$ cat src/rtl/aibcr3_txser_pkg.sv
// Shared types and constants for the word-to-DDR-pair TX serializer.
package aibcr3_txser_pkg;

    typedef enum logic {IDLE, SHIFT} state_t;

    localparam logic [1:0] PAIR_IDLE = 2'b00;

    // Width of a counter that must hold 0..beats-1, never narrower than one bit.
    function automatic int beat_width(input int beats);
        return (beats > 1) ? $clog2(beats) : 1;
    endfunction

endpackage

$ cat src/rtl/aibcr3_txser_fifo.sv
// Single-clock word FIFO with synchronous flush; head is read combinationally.
// Latency: a push is visible at the head one edge later. Backpressure: pushes ignored while full.
module aibcr3_txser_fifo #(
    parameter int WIDTH = 9,
    parameter int DEPTH = 4
) (
    input  logic                     clk_i,
    input  logic                     rst_n_i,
    input  logic                     flush_i,
    input  logic                     push_i,
    input  logic                     pop_i,
    input  logic [WIDTH-1:0]         wdat_i,
    output logic [WIDTH-1:0]         rdat_o,
    output logic                     full_o,
    output logic                     empty_o,
    output logic [$clog2(DEPTH):0]   count_o
);

    localparam int AW = $clog2(DEPTH);
    localparam logic [AW:0] DEPTH_CNT = (AW+1)'(DEPTH);

    logic [WIDTH-1:0] mem_q [DEPTH];
    logic [AW-1:0]    wptr_q;
    logic [AW-1:0]    rptr_q;
    logic [AW:0]      cnt_q;
    logic             do_push;
    logic             do_pop;

    assign full_o  = (cnt_q == DEPTH_CNT);
    assign empty_o = (cnt_q == '0);
    assign count_o = cnt_q;
    assign rdat_o  = mem_q[rptr_q];

    // Flush wins over any push or pop presented in the same cycle.
    assign do_push = push_i & ~full_o & ~flush_i;
    assign do_pop  = pop_i & ~empty_o & ~flush_i;

    always_ff @(posedge clk_i or negedge rst_n_i) begin
        if (!rst_n_i) begin
            wptr_q <= '0;
            rptr_q <= '0;
            cnt_q  <= '0;
        end else if (flush_i) begin
            wptr_q <= '0;
            rptr_q <= '0;
            cnt_q  <= '0;
        end else begin
            if (do_push) wptr_q <= wptr_q + 1'b1;
            if (do_pop)  rptr_q <= rptr_q + 1'b1;
            case ({do_push, do_pop})
                2'b10:   cnt_q <= cnt_q + 1'b1;
                2'b01:   cnt_q <= cnt_q - 1'b1;
                default: cnt_q <= cnt_q;
            endcase
        end
    end

    always_ff @(posedge clk_i) begin
        if (do_push) mem_q[wptr_q] <= wdat_i;
    end

endmodule

$ cat src/rtl/aibcr3_txser.sv
// Word-to-DDR-pair serializer: even bits on odat0, odd on odat1, LSB pair first; optional AIBCR3_TXSER_UNDERRUN_EN flag.
// Latency: word accepted at edge N, first pair valid after edge N+2; back-to-back words stream gap-free.
// Backpressure: owr_rdy low while the FIFO holds DEPTH words, with no pass-through at full.
module aibcr3_txser
    import aibcr3_txser_pkg::*;
#(
    parameter int DWIDTH = 8,
    parameter int DEPTH  = 4
) (
    input  logic              ilaunch_clk,
    input  logic              irstb,
    input  logic              iflush,
    input  logic              iwr_vld,
    input  logic [DWIDTH-1:0] iwr_dat,
    input  logic              iwr_last,
    output logic              owr_rdy,
    output logic              odat0,
    output logic              odat1,
    output logic              obusy
`ifdef AIBCR3_TXSER_UNDERRUN_EN
    ,
    output logic              ounderrun,
    input  logic              iclr_err
`endif
);

    localparam int BEATS = DWIDTH / 2;
    localparam int BW    = beat_width(BEATS);
    localparam int AW    = $clog2(DEPTH);
    localparam logic [BW-1:0] LAST_BEAT = BW'(BEATS - 1);
    localparam logic [AW:0]   DEPTH_CNT = (AW+1)'(DEPTH);

    state_t            state_q, state_d;
    logic [DWIDTH-1:0] sh_q, sh_d;
    logic              last_q, last_d;
    logic [BW-1:0]     beat_q, beat_d;
    logic [1:0]        pair_q, pair_d;
    logic              busy_q, busy_d;

    logic              fifo_pop;
    logic              fifo_full;
    logic              fifo_empty;
    logic [DWIDTH:0]   fifo_rdat;
    logic [AW:0]       fifo_count;
    logic              unused_sig;

    assign owr_rdy = (fifo_count != DEPTH_CNT);
    assign odat0   = pair_q[0];
    assign odat1   = pair_q[1];
    assign obusy   = busy_q;

    aibcr3_txser_fifo #(
        .WIDTH (DWIDTH + 1),
        .DEPTH (DEPTH)
    ) u_fifo (
        .clk_i   (ilaunch_clk),
        .rst_n_i (irstb),
        .flush_i (iflush),
        .push_i  (iwr_vld & owr_rdy),
        .pop_i   (fifo_pop),
        .wdat_i  ({iwr_last, iwr_dat}),
        .rdat_o  (fifo_rdat),
        .full_o  (fifo_full),
        .empty_o (fifo_empty),
        .count_o (fifo_count)
    );

    always_comb begin
        state_d  = state_q;
        sh_d     = sh_q;
        last_d   = last_q;
        beat_d   = beat_q;
        pair_d   = PAIR_IDLE;
        busy_d   = 1'b0;
        fifo_pop = 1'b0;
        if (iflush) begin
            state_d = IDLE;
            beat_d  = '0;
        end else begin
            unique case (state_q)
                IDLE: begin
                    if (!fifo_empty) begin
                        fifo_pop = 1'b1;
                        sh_d     = fifo_rdat[DWIDTH-1:0];
                        last_d   = fifo_rdat[DWIDTH];
                        beat_d   = '0;
                        state_d  = SHIFT;
                    end
                end
                SHIFT: begin
                    // The register shifts right so the current pair always sits in bits [1:0].
                    pair_d = sh_q[1:0];
                    busy_d = 1'b1;
                    sh_d   = sh_q >> 2;
                    beat_d = beat_q + 1'b1;
                    if (beat_q == LAST_BEAT) begin
                        beat_d = '0;
                        if (!fifo_empty) begin
                            fifo_pop = 1'b1;
                            sh_d     = fifo_rdat[DWIDTH-1:0];
                            last_d   = fifo_rdat[DWIDTH];
                        end else begin
                            state_d = IDLE;
                        end
                    end
                end
                default: state_d = IDLE;
            endcase
        end
    end

    always_ff @(posedge ilaunch_clk or negedge irstb) begin
        if (!irstb) begin
            state_q <= IDLE;
            sh_q    <= '0;
            last_q  <= 1'b0;
            beat_q  <= '0;
            pair_q  <= PAIR_IDLE;
            busy_q  <= 1'b0;
        end else begin
            state_q <= state_d;
            sh_q    <= sh_d;
            last_q  <= last_d;
            beat_q  <= beat_d;
            pair_q  <= pair_d;
            busy_q  <= busy_d;
        end
    end

`ifdef AIBCR3_TXSER_UNDERRUN_EN
    logic err_q;
    logic set_err;

    // A word not tagged as burst end ran out with nothing queued behind it.
    assign set_err = ~iflush & (state_q == SHIFT) & (beat_q == LAST_BEAT)
                   & fifo_empty & ~last_q;

    always_ff @(posedge ilaunch_clk or negedge irstb) begin
        if (!irstb) begin
            err_q <= 1'b0;
        end else if (set_err) begin
            err_q <= 1'b1;
        end else if (iclr_err) begin
            err_q <= 1'b0;
        end
    end

    assign ounderrun  = err_q;
    assign unused_sig = fifo_full;
`else
    assign unused_sig = ^{fifo_full, last_q};
`endif

endmodule

$ cat config.mk
export PLATFORM = sky130hd
export DESIGN_NAME = aibcr3_txser
export DESIGN_NICKNAME = d
export VERILOG_FILES = /design/src/rtl/aibcr3_txser_pkg.sv /design/src/rtl/aibcr3_txser_fifo.sv /design/src/rtl/aibcr3_txser.sv
export SDC_FILE = /design/constraint.sdc
export NUM_CORES = 1
export LEC_CHECK = 0
export CORE_AREA = 2 2 84 62
export DETAILED_ROUTE_END_ITERATION = 12
export DIE_AREA = 0 0 86 64
export PLACE_DENSITY = 0.68
export SLEW_MARGIN = 25
export SYNTH_ARGS = -nofsm -noshare
export SYNTH_HDL_FRONTEND = slang
export SYNTH_SLANG_ARGS = --single-unit
$ cat constraint.sdc
create_clock -name ilaunch_clk -period 2.79 [get_ports ilaunch_clk]
set_clock_uncertainty 0.05 [all_clocks]
set_input_delay 0.279 -clock ilaunch_clk [delete_from_list [all_inputs] [get_ports ilaunch_clk]]
set_output_delay 0.279 -clock ilaunch_clk [all_outputs]
set_load 0.01 [all_outputs]
==> impl_metrics.json <==
{
  "status": "complete, no violations",
  "synth.area.top_cells": "edfxtp_1 43%, dfrtp_1 23%, mux4_2 8.0%",
  "grt_use_met1_pct": 20.0,
  "power.leakage_nw": 0.956,
  "fin_nets": 182,
  "dieArea_sq_um": 5500,
  "p_sw_share_pct": 32.0,
  "final_cell_count_no_fill": 221,
  "n_antenna_cell": 0,
  "cts_resized": 0,
  "grt-ovfl-total": 0,
  "fin_area_sq_um": 2550,
  "fp.coreArea_sq_um": 4650,
  "num_rows": 21,
  "r2r_cells": 8,
  "synth_warnings": 0,
  "relSlewSlack_pct": 48.0,
  "syn2layout_area_growth_pct": 13.2,
  "cts.sinks": 53,
  "drtPass1Iterations": 4,
  "reg2reg_setup_slack_ns": 0.31,
  "totalWireLength_um": 3640,
  "grt_pass1_vias": 1264,
  "required_ns": 2.93,
  "root_buffer": "clkbuf_8",
  "post-cts-setup-buffer-count": 0,
  "min_period_ns": 2.48,
  "antenna_found_initial": 0,
  "synth_top_area_share_pct": 42.7,
  "via_count": 1164,
  "cp-start-kind": "register",
  "placed_cells": 212,
  "grt-busiest-layer": "met2",
  "reg2reg_from": "u_fifo.count_o[1]",
  "tightestPinTransition_ns": 0.780,
  "worstPathArrival_ns": 2.63,
  "drive_gt1_share_pct": 15.9,
  "netlist_area_sq_um": 2250,
  "yosys.cell_types.count": 33,
  "drtIter0Drc": 45,
  "grtUsageMet3_pct": 4.26,
  "fin_crit_sh_pct": 89.0,
  "hp-class": "in -> async",
  "peakVddDrop_uv": 429,
  "end_kind": "register",
  "reg2reg_to": "u_fifo.count_o[2]",
  "vias_per_cell": 5.27,
  "fillers": 377,
  "final_common_cell": "edfxtp_1",
  "rsz0062_at_grt": "false",
  "ctsHtreeMaxLevel": 2,
  "worstPathMaxFanout": 5,
  "io_pins": 17,
  "avgSynthCellArea_sq_um": 15.6,
  "power_density_nw_per_um2": 881,
  "seq_area_frac_synth_pct": 66.0,
  "grtUsageTotal_pct": 15.2,
  "p_seq_share_pct": 49.0,
  "switching_power_mw": 0.718,
  "die-height_um": 64,
  "insertion_delay_ns": 0.30,
  "final-hold-violation-count": 0,
  "cts_tree": "done",
  "clkTransAtPathRegs_ns": 0.09,
  "synthesis.instances": 144,
  "cts_max_path_buffers": 2,
  "crit_type": "reg -> reg",
  "drv_cap": 0,
  "start_util_pct": 48.4,
  "ant_nets": 0,
  "grt_pass1_wl_um": 6250,
  "gp_congestion": 0.728,
  "grt.met2_usage_pct": 24.3,
  "drc": 0,
  "setup_tns_ns": 0,
  "pwr-share-clk_pct": 18.1,
  "p_int_mw": 1.53,
  "hold_buffers": 0,
  "die-width_um": 86,
  "post-route-util_pct": 54.8,
  "dp_hpwl_um": 2570,
  "mostFrequentLayoutCells": "32 x edfxtp_1, 21 x dfrtp_1, 15 x nor2_1",
  "grt_max_degree": 22,
  "post-synth-top-area-cell": "edfxtp_1",
  "maxSlewViolCount": 0,
  "post_dp_cell_area_sq_um": 2460,
  "cts_buffers": 5,
  "wl_per_cell_um": 16.5,
  "io_buffers": 15,
  "combPwrFrac_pct": 32.8,
  "fmax_mhz": 403,
  "syn-num-nets": 163,
  "setup-violations-final": 0,
  "synth_seq_cells": 53
}
state kept, by name (all words and copies together) (netlist names):
signal	flops
obusy	1
u_fifo.rptr_q	2
u_fifo.wptr_q	2
u_fifo.count_o	3
state_q	1
sh_q	8
beat_q	2
pair_q	2
u_fifo.mem_q	32
power by group through the flow:
stage	Sequential, mW	Combinational [mW]	Clock (mW)
finish	1.10	0.737	0.407
global route	1.13	0.819	0.450
CTS	1.11	0.747	0.418
detailed placement	1.12	0.741	0
global placement	1.11	0.708	0
floorplan	1.06	0.602	0
per-stage QoR:
step / power [mW] / hold slack, ns / setup WS, ns
after CTS: 2.27 / 0.449 / 0.283
after detailed placement: 1.86 / 0.430 / 0.301
after floorplan: 1.67 / -0.0666 / 0.419
after global placement: 1.82 / 0.415 / 0.326
after global routing: 2.39 / 0.434 / 0.173
final: 2.25 / 0.403 / 0.307
layer usage:
metal	vias up	share of wire, %
met5	-	0
met4	0	0.93
met3	5	3.1
met2	15	49
met1	585	47
li1	559	-
synthesized netlist by cell type:
cell type	instances
a22o_1	2
nand2_2	1
and3_4	1
mux2_4	1
a32oi_1	1
a21oi_1	10
clkbuf_1	3
and2_1	7
nand2_4	1
a21oi_4	1
dfrtp_1	21
nor2b_1	3
nand2_1	3
mux2_1	1
nor2_1	15
buf_1	1
a21o_1	1
mux2i_1	7
xnor2_1	1
ha_1	5
buf_2	1
edfxtp_1	32
nand3_1	3
fa_1	1
or3_4	1
xnor2_2	1
nand2b_1	3
mux4_2	8
or3b_4	1
inv_1	3
xor2_1	2
nor3_1	1
mux2_2	1
how the worst max path moves through the flow:
stage | slack, ns | start | to | cells after the start
after floorplan | 0.42 | u_fifo.count_o[1] | u_fifo.count_o[2] | 8
after global placement | 0.33 | u_fifo.count_o[0] | u_fifo.count_o[2] | 8
after detailed placement | 0.30 | u_fifo.count_o[1] | u_fifo.count_o[2] | 8
after CTS | 0.28 | u_fifo.count_o[1] | u_fifo.count_o[2] | 8
after global routing | 0.17 | u_fifo.count_o[0] | u_fifo.count_o[2] | 8
final | 0.31 | u_fifo.count_o[1] | u_fifo.count_o[2] | 8
critical path: stages, from the launching register on:
cell and delay (ns):
dfrtp_1 0.45, or3_4 0.45, nand2_2 0.14, nor2_1 0.08, and2_1 0.17, fa_1 0.38
and3_4 0.16, a32oi_1 0.15, mux2_1 0.34
logic make-up (layout without fill, tap and decap cells):
family / after synthesis / in the layout / synth area share, %
AO/OA/AOI/OAI: 15 / 15 / 4.45
XOR/XNOR: 4 / 4 / 1.89
adder cells (fa/ha/maj): 6 / 6 / 3.67
buffers and inverters: 8 / 28 / 1.39
flip-flops: 53 / 53 / 66.0
multiplexers: 18 / 18 / 12.8
AND/OR/NAND/NOR: 40 / 40 / 9.78
area by class of cell:
cell class              instances  area (sq um)  share of cell area [%]
well taps                      57          71.3                    2.80
inverters                       3          11.3                   0.442
flip-flops and latches         53          1490                    58.3
repair buffers                 17           163                    6.39
clock buffers                   6          72.6                    2.85
clock inverters                 2          10.0                   0.393
multi-input cells              83           733                    28.8
(Power assumes the default switching activity.)
